==> src/rtl/seg_scan_if.sv <==
// Scan bus between a multiplexed 7-segment display driver and a receiver.
// The driver owns the active-low digit selects and the active-high segment lines.
interface seg_scan_if;
    logic [7:0] com;
    logic [6:0] num_data;

    modport master (
        output com,
        output num_data
    );

    modport slave (
        input com,
        input num_data
    );
endinterface

==> src/rtl/seg_scan_decoder.sv <==
// Recovers the 8-digit BCD score from a multiplexed 7-segment scan bus.
// Pipeline: 2-flop sync -> stability filter -> classify/decode -> frame assembly FSM.
module seg_scan_decoder #(
    parameter int unsigned STABLE_CYCLES = 2,
    parameter int unsigned TIMEOUT       = 1024
) (
    input  logic        clk,
    input  logic        rst,
    seg_scan_if.slave   scan,
    output logic [3:0]  digit1,
    output logic [3:0]  digit2,
    output logic [3:0]  digit3,
    output logic [3:0]  digit4,
    output logic [3:0]  digit5,
    output logic [3:0]  digit6,
    output logic [3:0]  digit7,
    output logic [3:0]  digit8,
    output logic [31:0] score_bcd,
    output logic        frame_valid,
    output logic        frame_strobe,
    output logic        seg_err,
    output logic        com_err
);

    localparam int unsigned IDLE_W = $clog2(TIMEOUT + 1);
    localparam logic [3:0]        STAB       = 4'(STABLE_CYCLES);
    localparam logic [IDLE_W-1:0] IDLE_MAX   = IDLE_W'(TIMEOUT);
    localparam logic [IDLE_W-1:0] IDLE_LAST  = IDLE_W'(TIMEOUT - 1);

    typedef enum logic [1:0] {
        ST_IDLE    = 2'd0,
        ST_COLLECT = 2'd1,
        ST_COMMIT  = 2'd2
    } state_e;

    // Returns {legal, bcd}; anything outside the ten digit glyphs is illegal.
    function automatic logic [4:0] seg_decode(input logic [6:0] seg);
        logic [4:0] r;
        case (seg)
            7'h7E:   r = {1'b1, 4'd0};
            7'h30:   r = {1'b1, 4'd1};
            7'h6D:   r = {1'b1, 4'd2};
            7'h79:   r = {1'b1, 4'd3};
            7'h33:   r = {1'b1, 4'd4};
            7'h5B:   r = {1'b1, 4'd5};
            7'h5F:   r = {1'b1, 4'd6};
            7'h70:   r = {1'b1, 4'd7};
            7'h7F:   r = {1'b1, 4'd8};
            7'h7B:   r = {1'b1, 4'd9};
            default: r = {1'b0, 4'd0};
        endcase
        return r;
    endfunction

    function automatic logic is_onehot(input logic [7:0] v);
        return (v != 8'h00) && ((v & (v - 8'h01)) == 8'h00);
    endfunction

    function automatic logic [2:0] onehot_index(input logic [7:0] v);
        logic [2:0] idx;
        idx = 3'd0;
        for (int i = 0; i < 8; i++) begin
            if (v[i]) begin
                idx = i[2:0];
            end else begin
                idx = idx;
            end
        end
        return idx;
    endfunction

    logic [7:0] com_s1_q, com_s2_q, com_prev_q, acc_com_q;
    logic [6:0] seg_s1_q, seg_s2_q, seg_prev_q, acc_seg_q;
    logic [3:0] stab_cnt_q, stab_cnt_d;
    logic       acc_valid_q, acc_valid_d;
    logic       pair_changed_s;

    // Stability count of the synchronized pair; a pair fires exactly once when it reaches STAB.
    always_comb begin
        pair_changed_s = ({com_s2_q, seg_s2_q} != {com_prev_q, seg_prev_q});
        stab_cnt_d     = stab_cnt_q;
        if (pair_changed_s) begin
            stab_cnt_d = 4'd1;
        end else if (stab_cnt_q < STAB) begin
            stab_cnt_d = stab_cnt_q + 4'd1;
        end else begin
            stab_cnt_d = stab_cnt_q;
        end
        acc_valid_d = (stab_cnt_d == STAB) && (pair_changed_s || (stab_cnt_q != STAB));
    end

    // Input synchronizer, previous-sample history and accepted-pair register.
    always_ff @(posedge clk or posedge rst) begin
        if (rst) begin
            com_s1_q    <= 8'hFF;
            com_s2_q    <= 8'hFF;
            com_prev_q  <= 8'hFF;
            seg_s1_q    <= 7'h00;
            seg_s2_q    <= 7'h00;
            seg_prev_q  <= 7'h00;
            stab_cnt_q  <= 4'd0;
            acc_valid_q <= 1'b0;
            acc_com_q   <= 8'hFF;
            acc_seg_q   <= 7'h00;
        end else begin
            com_s1_q    <= scan.com;
            seg_s1_q    <= scan.num_data;
            com_s2_q    <= com_s1_q;
            seg_s2_q    <= seg_s1_q;
            com_prev_q  <= com_s2_q;
            seg_prev_q  <= seg_s2_q;
            stab_cnt_q  <= stab_cnt_d;
            acc_valid_q <= acc_valid_d;
            acc_com_q   <= com_s2_q;
            acc_seg_q   <= seg_s2_q;
        end
    end

    state_e            state_q;
    logic [7:0]        seen_q;
    logic [7:0][3:0]   shadow_q;
    logic [7:0][3:0]   digits_q;
    logic [IDLE_W-1:0] idle_cnt_q;
    logic              frame_valid_q, frame_strobe_q, seg_err_q, com_err_q;

    logic [4:0]        dec_s;
    logic [2:0]        pos_s;
    logic              wr_s, seg_bad_s, com_bad_s, full_s, timeout_s;
    logic [7:0]        wr_mask_s, seen_wr_s;
    logic [7:0][3:0]   shadow_wr_s;

    // Classify the accepted pair and form the post-write shadow/seen view.
    always_comb begin
        dec_s     = seg_decode(acc_seg_q);
        pos_s     = onehot_index(~acc_com_q);
        wr_s      = 1'b0;
        seg_bad_s = 1'b0;
        com_bad_s = 1'b0;
        wr_mask_s = 8'h00;
        if (!acc_valid_q) begin
            wr_s = 1'b0;
        end else if ((acc_com_q == 8'hFF) || (acc_com_q == 8'h00)) begin
            wr_s = 1'b0;
        end else if (!is_onehot(~acc_com_q)) begin
            com_bad_s = 1'b1;
        end else if (!dec_s[4]) begin
            seg_bad_s = 1'b1;
        end else begin
            wr_s      = 1'b1;
            wr_mask_s = 8'h01 << pos_s;
        end

        shadow_wr_s = shadow_q;
        if (wr_s) begin
            shadow_wr_s[pos_s] = dec_s[3:0];
        end else begin
            shadow_wr_s = shadow_q;
        end
        seen_wr_s = seen_q | wr_mask_s;
        full_s    = (seen_wr_s == 8'hFF);
        timeout_s = !wr_s && (idle_cnt_q == IDLE_LAST);
    end

    // Frame assembly FSM with registered outputs; a commit always beats a timeout.
    always_ff @(posedge clk or posedge rst) begin
        if (rst) begin
            state_q        <= ST_IDLE;
            seen_q         <= 8'h00;
            shadow_q       <= '0;
            digits_q       <= '0;
            idle_cnt_q     <= '0;
            frame_valid_q  <= 1'b0;
            frame_strobe_q <= 1'b0;
            seg_err_q      <= 1'b0;
            com_err_q      <= 1'b0;
        end else begin
            seg_err_q      <= seg_bad_s;
            com_err_q      <= com_bad_s;
            frame_strobe_q <= 1'b0;
            shadow_q       <= shadow_wr_s;

            if (wr_s) begin
                idle_cnt_q <= '0;
            end else if (idle_cnt_q != IDLE_MAX) begin
                idle_cnt_q <= idle_cnt_q + IDLE_W'(1);
            end else begin
                idle_cnt_q <= idle_cnt_q;
            end

            if (full_s) begin
                digits_q       <= shadow_wr_s;
                frame_strobe_q <= 1'b1;
                frame_valid_q  <= 1'b1;
                seen_q         <= 8'h00;
                state_q        <= ST_COMMIT;
            end else if (timeout_s) begin
                seen_q        <= 8'h00;
                frame_valid_q <= 1'b0;
                state_q       <= ST_IDLE;
            end else begin
                seen_q <= seen_wr_s;
                case (state_q)
                    ST_IDLE:    state_q <= wr_s ? ST_COLLECT : ST_IDLE;
                    ST_COLLECT: state_q <= ST_COLLECT;
                    ST_COMMIT:  state_q <= wr_s ? ST_COLLECT : ST_IDLE;
                    default:    state_q <= ST_IDLE;
                endcase
            end
        end
    end

    assign digit1       = digits_q[0];
    assign digit2       = digits_q[1];
    assign digit3       = digits_q[2];
    assign digit4       = digits_q[3];
    assign digit5       = digits_q[4];
    assign digit6       = digits_q[5];
    assign digit7       = digits_q[6];
    assign digit8       = digits_q[7];
    assign score_bcd    = digits_q;
    assign frame_valid  = frame_valid_q;
    assign frame_strobe = frame_strobe_q;
    assign seg_err      = seg_err_q;
    assign com_err      = com_err_q;

endmodule

==> src/flat_wrapper.sv <==
// flat-port wrapper written by rule: the top's interface ports become plain ports
module seg_scan_decoder_flat 
#(
    parameter int unsigned STABLE_CYCLES = 2,
    parameter int unsigned TIMEOUT       = 1024
)
  (clk, rst, digit1, digit2, digit3, digit4, digit5, digit6, digit7, digit8, score_bcd, frame_valid, frame_strobe, seg_err, com_err, scan_com, scan_num_data);
  seg_scan_if scan_i ();
  input  logic clk;
  input  logic rst;
  output logic [3:0] digit1;
  output logic [3:0] digit2;
  output logic [3:0] digit3;
  output logic [3:0] digit4;
  output logic [3:0] digit5;
  output logic [3:0] digit6;
  output logic [3:0] digit7;
  output logic [3:0] digit8;
  output logic [31:0] score_bcd;
  output logic frame_valid;
  output logic frame_strobe;
  output logic seg_err;
  output logic com_err;
  input wire logic [$bits(scan_i.com)-1:0] scan_com;
  input wire logic [$bits(scan_i.num_data)-1:0] scan_num_data;
  assign scan_i.com = scan_com;
  assign scan_i.num_data = scan_num_data;
  seg_scan_decoder #(.STABLE_CYCLES(STABLE_CYCLES), .TIMEOUT(TIMEOUT)) u_core (.clk(clk), .rst(rst), .scan(scan_i), .digit1(digit1), .digit2(digit2), .digit3(digit3), .digit4(digit4), .digit5(digit5), .digit6(digit6), .digit7(digit7), .digit8(digit8), .score_bcd(score_bcd), .frame_valid(frame_valid), .frame_strobe(frame_strobe), .seg_err(seg_err), .com_err(com_err));
endmodule
==> config.mk <==
export PLATFORM = sky130hd
export DESIGN_NAME = seg_scan_decoder_flat
export DESIGN_NICKNAME = d
export VERILOG_FILES = /design/src/rtl/seg_scan_if.sv /design/src/rtl/seg_scan_decoder.sv /design/src/flat_wrapper.sv
export SDC_FILE = /design/constraint.sdc
export NUM_CORES = 1
export LEC_CHECK = 0
export CAP_MARGIN = 20
export CORE_UTILIZATION = 45
export CTS_CLUSTER_DIAMETER = 100
export DETAILED_ROUTE_END_ITERATION = 10
export PLACE_DENSITY = 0.68
export SYNTH_ARGS = -nofsm -noshare
export SYNTH_HDL_FRONTEND = slang
export SYNTH_SLANG_ARGS = --single-unit
==> constraint.sdc <==
create_clock -name clk -period 5.8 [get_ports clk]
set_input_delay 0.58 -clock clk [delete_from_list [all_inputs] [get_ports clk]]
set_output_delay 0.58 -clock clk [all_outputs]
set_load 0.005 [all_outputs]
Word level (Yosys, flattened, before mapping) --
Index checks and enable logic that the tools add are counted.
Storage, ports and cells: register bits 137
Cells by class: multiplexer cells 36, eq/ne operators 17, shift-type cells 1, reductions and logical operators 12, $lt $le $gt $ge 3, bitwise logic cells 3, add/sub/neg operators 3
Operator list (count):
- == test 7 bit (second input constant) | 8
- one-hot mux 5 bit (10 select lines) | 1
- 2-to-1 mux 8 bit | 6
- bitwise mux 32 bit | 1
- 2-to-1 mux 32 bit | 1
- 2-to-1 mux 11 bit | 2
- == test 8 bit (second input constant) | 2
- zero test 8 bit | 2
- 2-to-1 mux 1 bit | 15
- inequality test 15 bit | 1
- == test 7 x 6 -> 1 bit (second input constant) | 2
- demux 4 bit (select 3 bit) | 1
- 2-to-1 mux 3 bit | 4
- 2-to-1 mux 4 bit | 3
- adder 11 x 1 -> 11 bit (second input constant) | 1
- == test 11 x 10 -> 1 bit (second input constant) | 1
- inequality test 11 bit (second input constant) | 1
- bitwise AND 8 bit | 1
- inverter 8 bit | 1
- bitwise OR 8 bit | 1
- nonzero test 8 bit | 1
- left shift 1 x 3 -> 8 bit (first input constant) | 1
- subtractor 8 x 1 -> 8 bit (second input constant) | 1
- adder 4 x 1 -> 4 bit (second input constant) | 1
- 10 further kinds | 16

Longest topological paths before layout --
word-level depth 16, depth in mapped cells 10

Worst setup path after synthesis --
Ideal clock, no wire load.
path kind register to register, from register u_core.com_prev_q[3] (netlist name), to register u_core.digits_q, in the netlist u_core.digit3[1], path slack 2.857 ns, setup time 0.128 ns, data required time 5.672 ns, path buffers 2, stages on the path, launching flop included 11, arrival time 2.815 ns, clock period less this slack 2.943 ns, path through dfstp_2 > clkbuf_2 > nand4_1 > mux2i_1 > a211oi_1 > or3_1 > nor4_4 > o21ai_1 > a211oi_4 > buf_6 > mux2_1
RTL lines:
- to (signal assigned) | line seg_scan_decoder.sv:191 | digits_q <= shadow_wr_s;
- to (decl) | line seg_scan_decoder.sv:122 | logic [7:0][3:0] digits_q;

==> reports/qor.yml <==
hold_class: "reg2reg"
path_class: "reg2reg"
clkTransAtPathRegs_ns: 0.06
yosysMostFrequentCell: "dfrtp_1"
drive_gt1_share_pct: 18.6
post_cts_resized: 0
synth_fp_nets: 461
synth_edf_count: 0
grt_setup_unrepaired: "false"
p_per_area_nw_per_um2: 299
path_cells: "nand4_1 > mux2i_1 > a211oi_1 > or3_1 > nor2_2 > nand4_1 > a211oi_4 > buf_4 > mux2_2"
cp_slowest_cell: "a211oi_4"
fin_crit_ns: 4.12
nets: 520
die_area_um2: 13100
core_um2: 12200
cts.hold.buffers_added: 0
n_antenna_cell: 0
postCtsSetupRepairBufs: 0
cp_num_buf_inv: 1
max_slew_margin_pct: 35.3
pin_count: 85
async_reset_ff_share_pct: 100
synth_cell_type_count: 55
drv_cap: 0
area_delta_synth_final_pct: 23.4
crit_top_cell: "nand4_1"
synth_warnings: 0
antenna_found_initial: 0
synth_top_area_share_pct: 49.8
end_kind: "register"
gp_congestion: 0.875
routed_wl_mm: 10.2
crit_fanout: 27
grt-ovfl-total: 0
grt_usage_pct: 17.5
vias: 3443
viasPerCell: 5.06
cp-start-kind: "register"
antenna_left: 0
drv_slew: 0
power_mw: 2.10
die_x_um: 114
synth.avg_cell_area_um2: 12.9
route.detailed.drc: 0
dp_slack_ns: 1.66
ir_drop_mv: 0.201
port_buffers: 84
finalClockSkew_ns: 0.0134
cts_root_buffer: "clkbuf_16"
fmax_ghz: 0.243
period_share_pct: 71.1
setup_ws_ns: 1.68
grt_max_degree: 72
synth_area_leaders: "dfrtp_1 (50%), dfstp_2 (11%), mux2_1 (5.9%)"
drt_first_pass_iters: 4
finalHoldViolations: 0
cts_tree: "built"
ys_seq_elements: 137
dieHeight_um: 114
slowest_delay_ns: 0.75
grt_pass1_vias: 3516
start_util_pct: 46.7
synthFlopType: "dfrtp_1"
ys_seq_area_share_pct: 60.9
clk_latency_ns: 0.42
cp_data_required_time_ns: 6.10
clock-sinks: 137
finalHoldWorstSlack_ns: 0.347
path_delay_family: "simple AND/OR/NAND/NOR gates"
cp.arrival_ns: 4.42
rows: 40
setup-tns-final_ns: 0
wl_per_cell_um: 14.9
worst_slew_pin_slew_ns: 0.963
synth_area_um2: 5680
status: "finished, final reports clean"
setup_viol: 0
drt_iter0_drc: 162
yosys.area.top_type: "dfrtp_1"
h-tree-depth: 4
clockBufferDepth: 2
synthTopCellsByCount: "dfrtp_1 (113), nor2_1 (37), buf_4 (32), mux2_1 (30), mux2_2 (30)"
detailedPlacementHpwl_mm: 7.09
p_leak_nw: 3.14
synthCells: 440
numCtsBuffers: 17
grt_first_pass_wirelength_mm: 17.3
state kept, by name (all words and copies together) (netlist names), 7 cells and up:
signal	count
u_core.com_s1_q	8
u_core.seg_s2_q	7
u_core.com_s2_q	8
u_core.com_prev_q	8
u_core.seg_prev_q	7
u_core.seg_s1_q	7
u_core.shadow_q	32
u_core.idle_cnt_q	11
u_core.seen_q	8
logic make-up after synthesis:
group,count (synthesis),share of synthesized area (%)
XOR/XNOR,27,4.16
AO/OA/AOI/OAI,39,4.91
flip-flops,137,60.9
buffers and inverters,57,6.43
adder cells (fa/ha/maj),4,0.881
multiplexers,61,12.1
AND/OR/NAND/NOR,115,10.7
layer usage:
layer  up-vias  part of all wire, %  wire length (µm)  track usage, %
met5         -                    0                 0               0
met4         0                  1.8               184            7.27
met3        15                  4.4               452            5.45
met2        97                   49              4940            27.4
met1      1716                   45              4590            22.6
li1       1615                    -                 -               -
layout by cell type (no fill, tap or decap), types with 10 or more instances in the layout:
cell             instances
nor2_1                  37
xnor2_1                 17
mux2_1                  30
xor2_1                  10
nand3_1                 14
dfstp_2                 24
clkbuf_16               17
clkdlybuf4s50_1         84
nand2_1                 15
dfrtp_1                113
mux2_2                  30
final timing paths:
check / depth (start not counted) / slack, ns / to / startpoint
min in group asynchronous: 2 / 0.36 / u_core.digit1[2] / rst
max in group asynchronous: 3 / 4.41 / u_core.idle_cnt_q[2] / rst
setup / recovery: 9 / 1.68 / u_core.digit8[3] / u_core.com_prev_q[7]
hold reg to reg: 0 / 0.35 / u_core.seg_s2_q[5] / u_core.seg_s1_q[5]
setup reg to reg: 9 / 1.68 / u_core.digit8[3] / u_core.com_prev_q[7]
hold / removal: 0 / 0.35 / u_core.seg_s2_q[5] / u_core.seg_s1_q[5]
worst register-to-register path: cells and delay by family (launching register included):
| family | cells | cell delay (ns) |
|---|---|---|
| mux | 2 | 0.60 |
| flops | 1 | 0.66 |
| compound gates | 2 | 0.85 |
| simple gates | 4 | 1.44 |
| buf+inv | 1 | 0.47 |
where the power goes:
part	total (mW)	internal, mW	switching [mW]
Clock	1.04	0.656	0.388
Combinational	0.0560	0.0232	0.0329
Sequential	0.997	0.980	0.0175
Total	2.10	1.66	0.438
metrics by stage:
step                instances  utilization [%]  cell area [µm²]
floorplan                 440                -             5680
global placement          648             52.9             6430
detailed placement        648             52.9             6430
CTS                       680             57.7             7010
global route              680             57.7             7010
finish                    680             57.7             7010
area by class of cell:
type                            count  area [µm²]
Clock inverter                     10         118
Multi-Input combinational cell    246        1860
Tap cell                          168         210
Fill cell                        1002        5150
Clock buffer                       22         464
Inverter                           10        40.0
Sequential cell                   137        3460
Timing Repair Buffer               87         863
(Power assumes the default switching activity.)
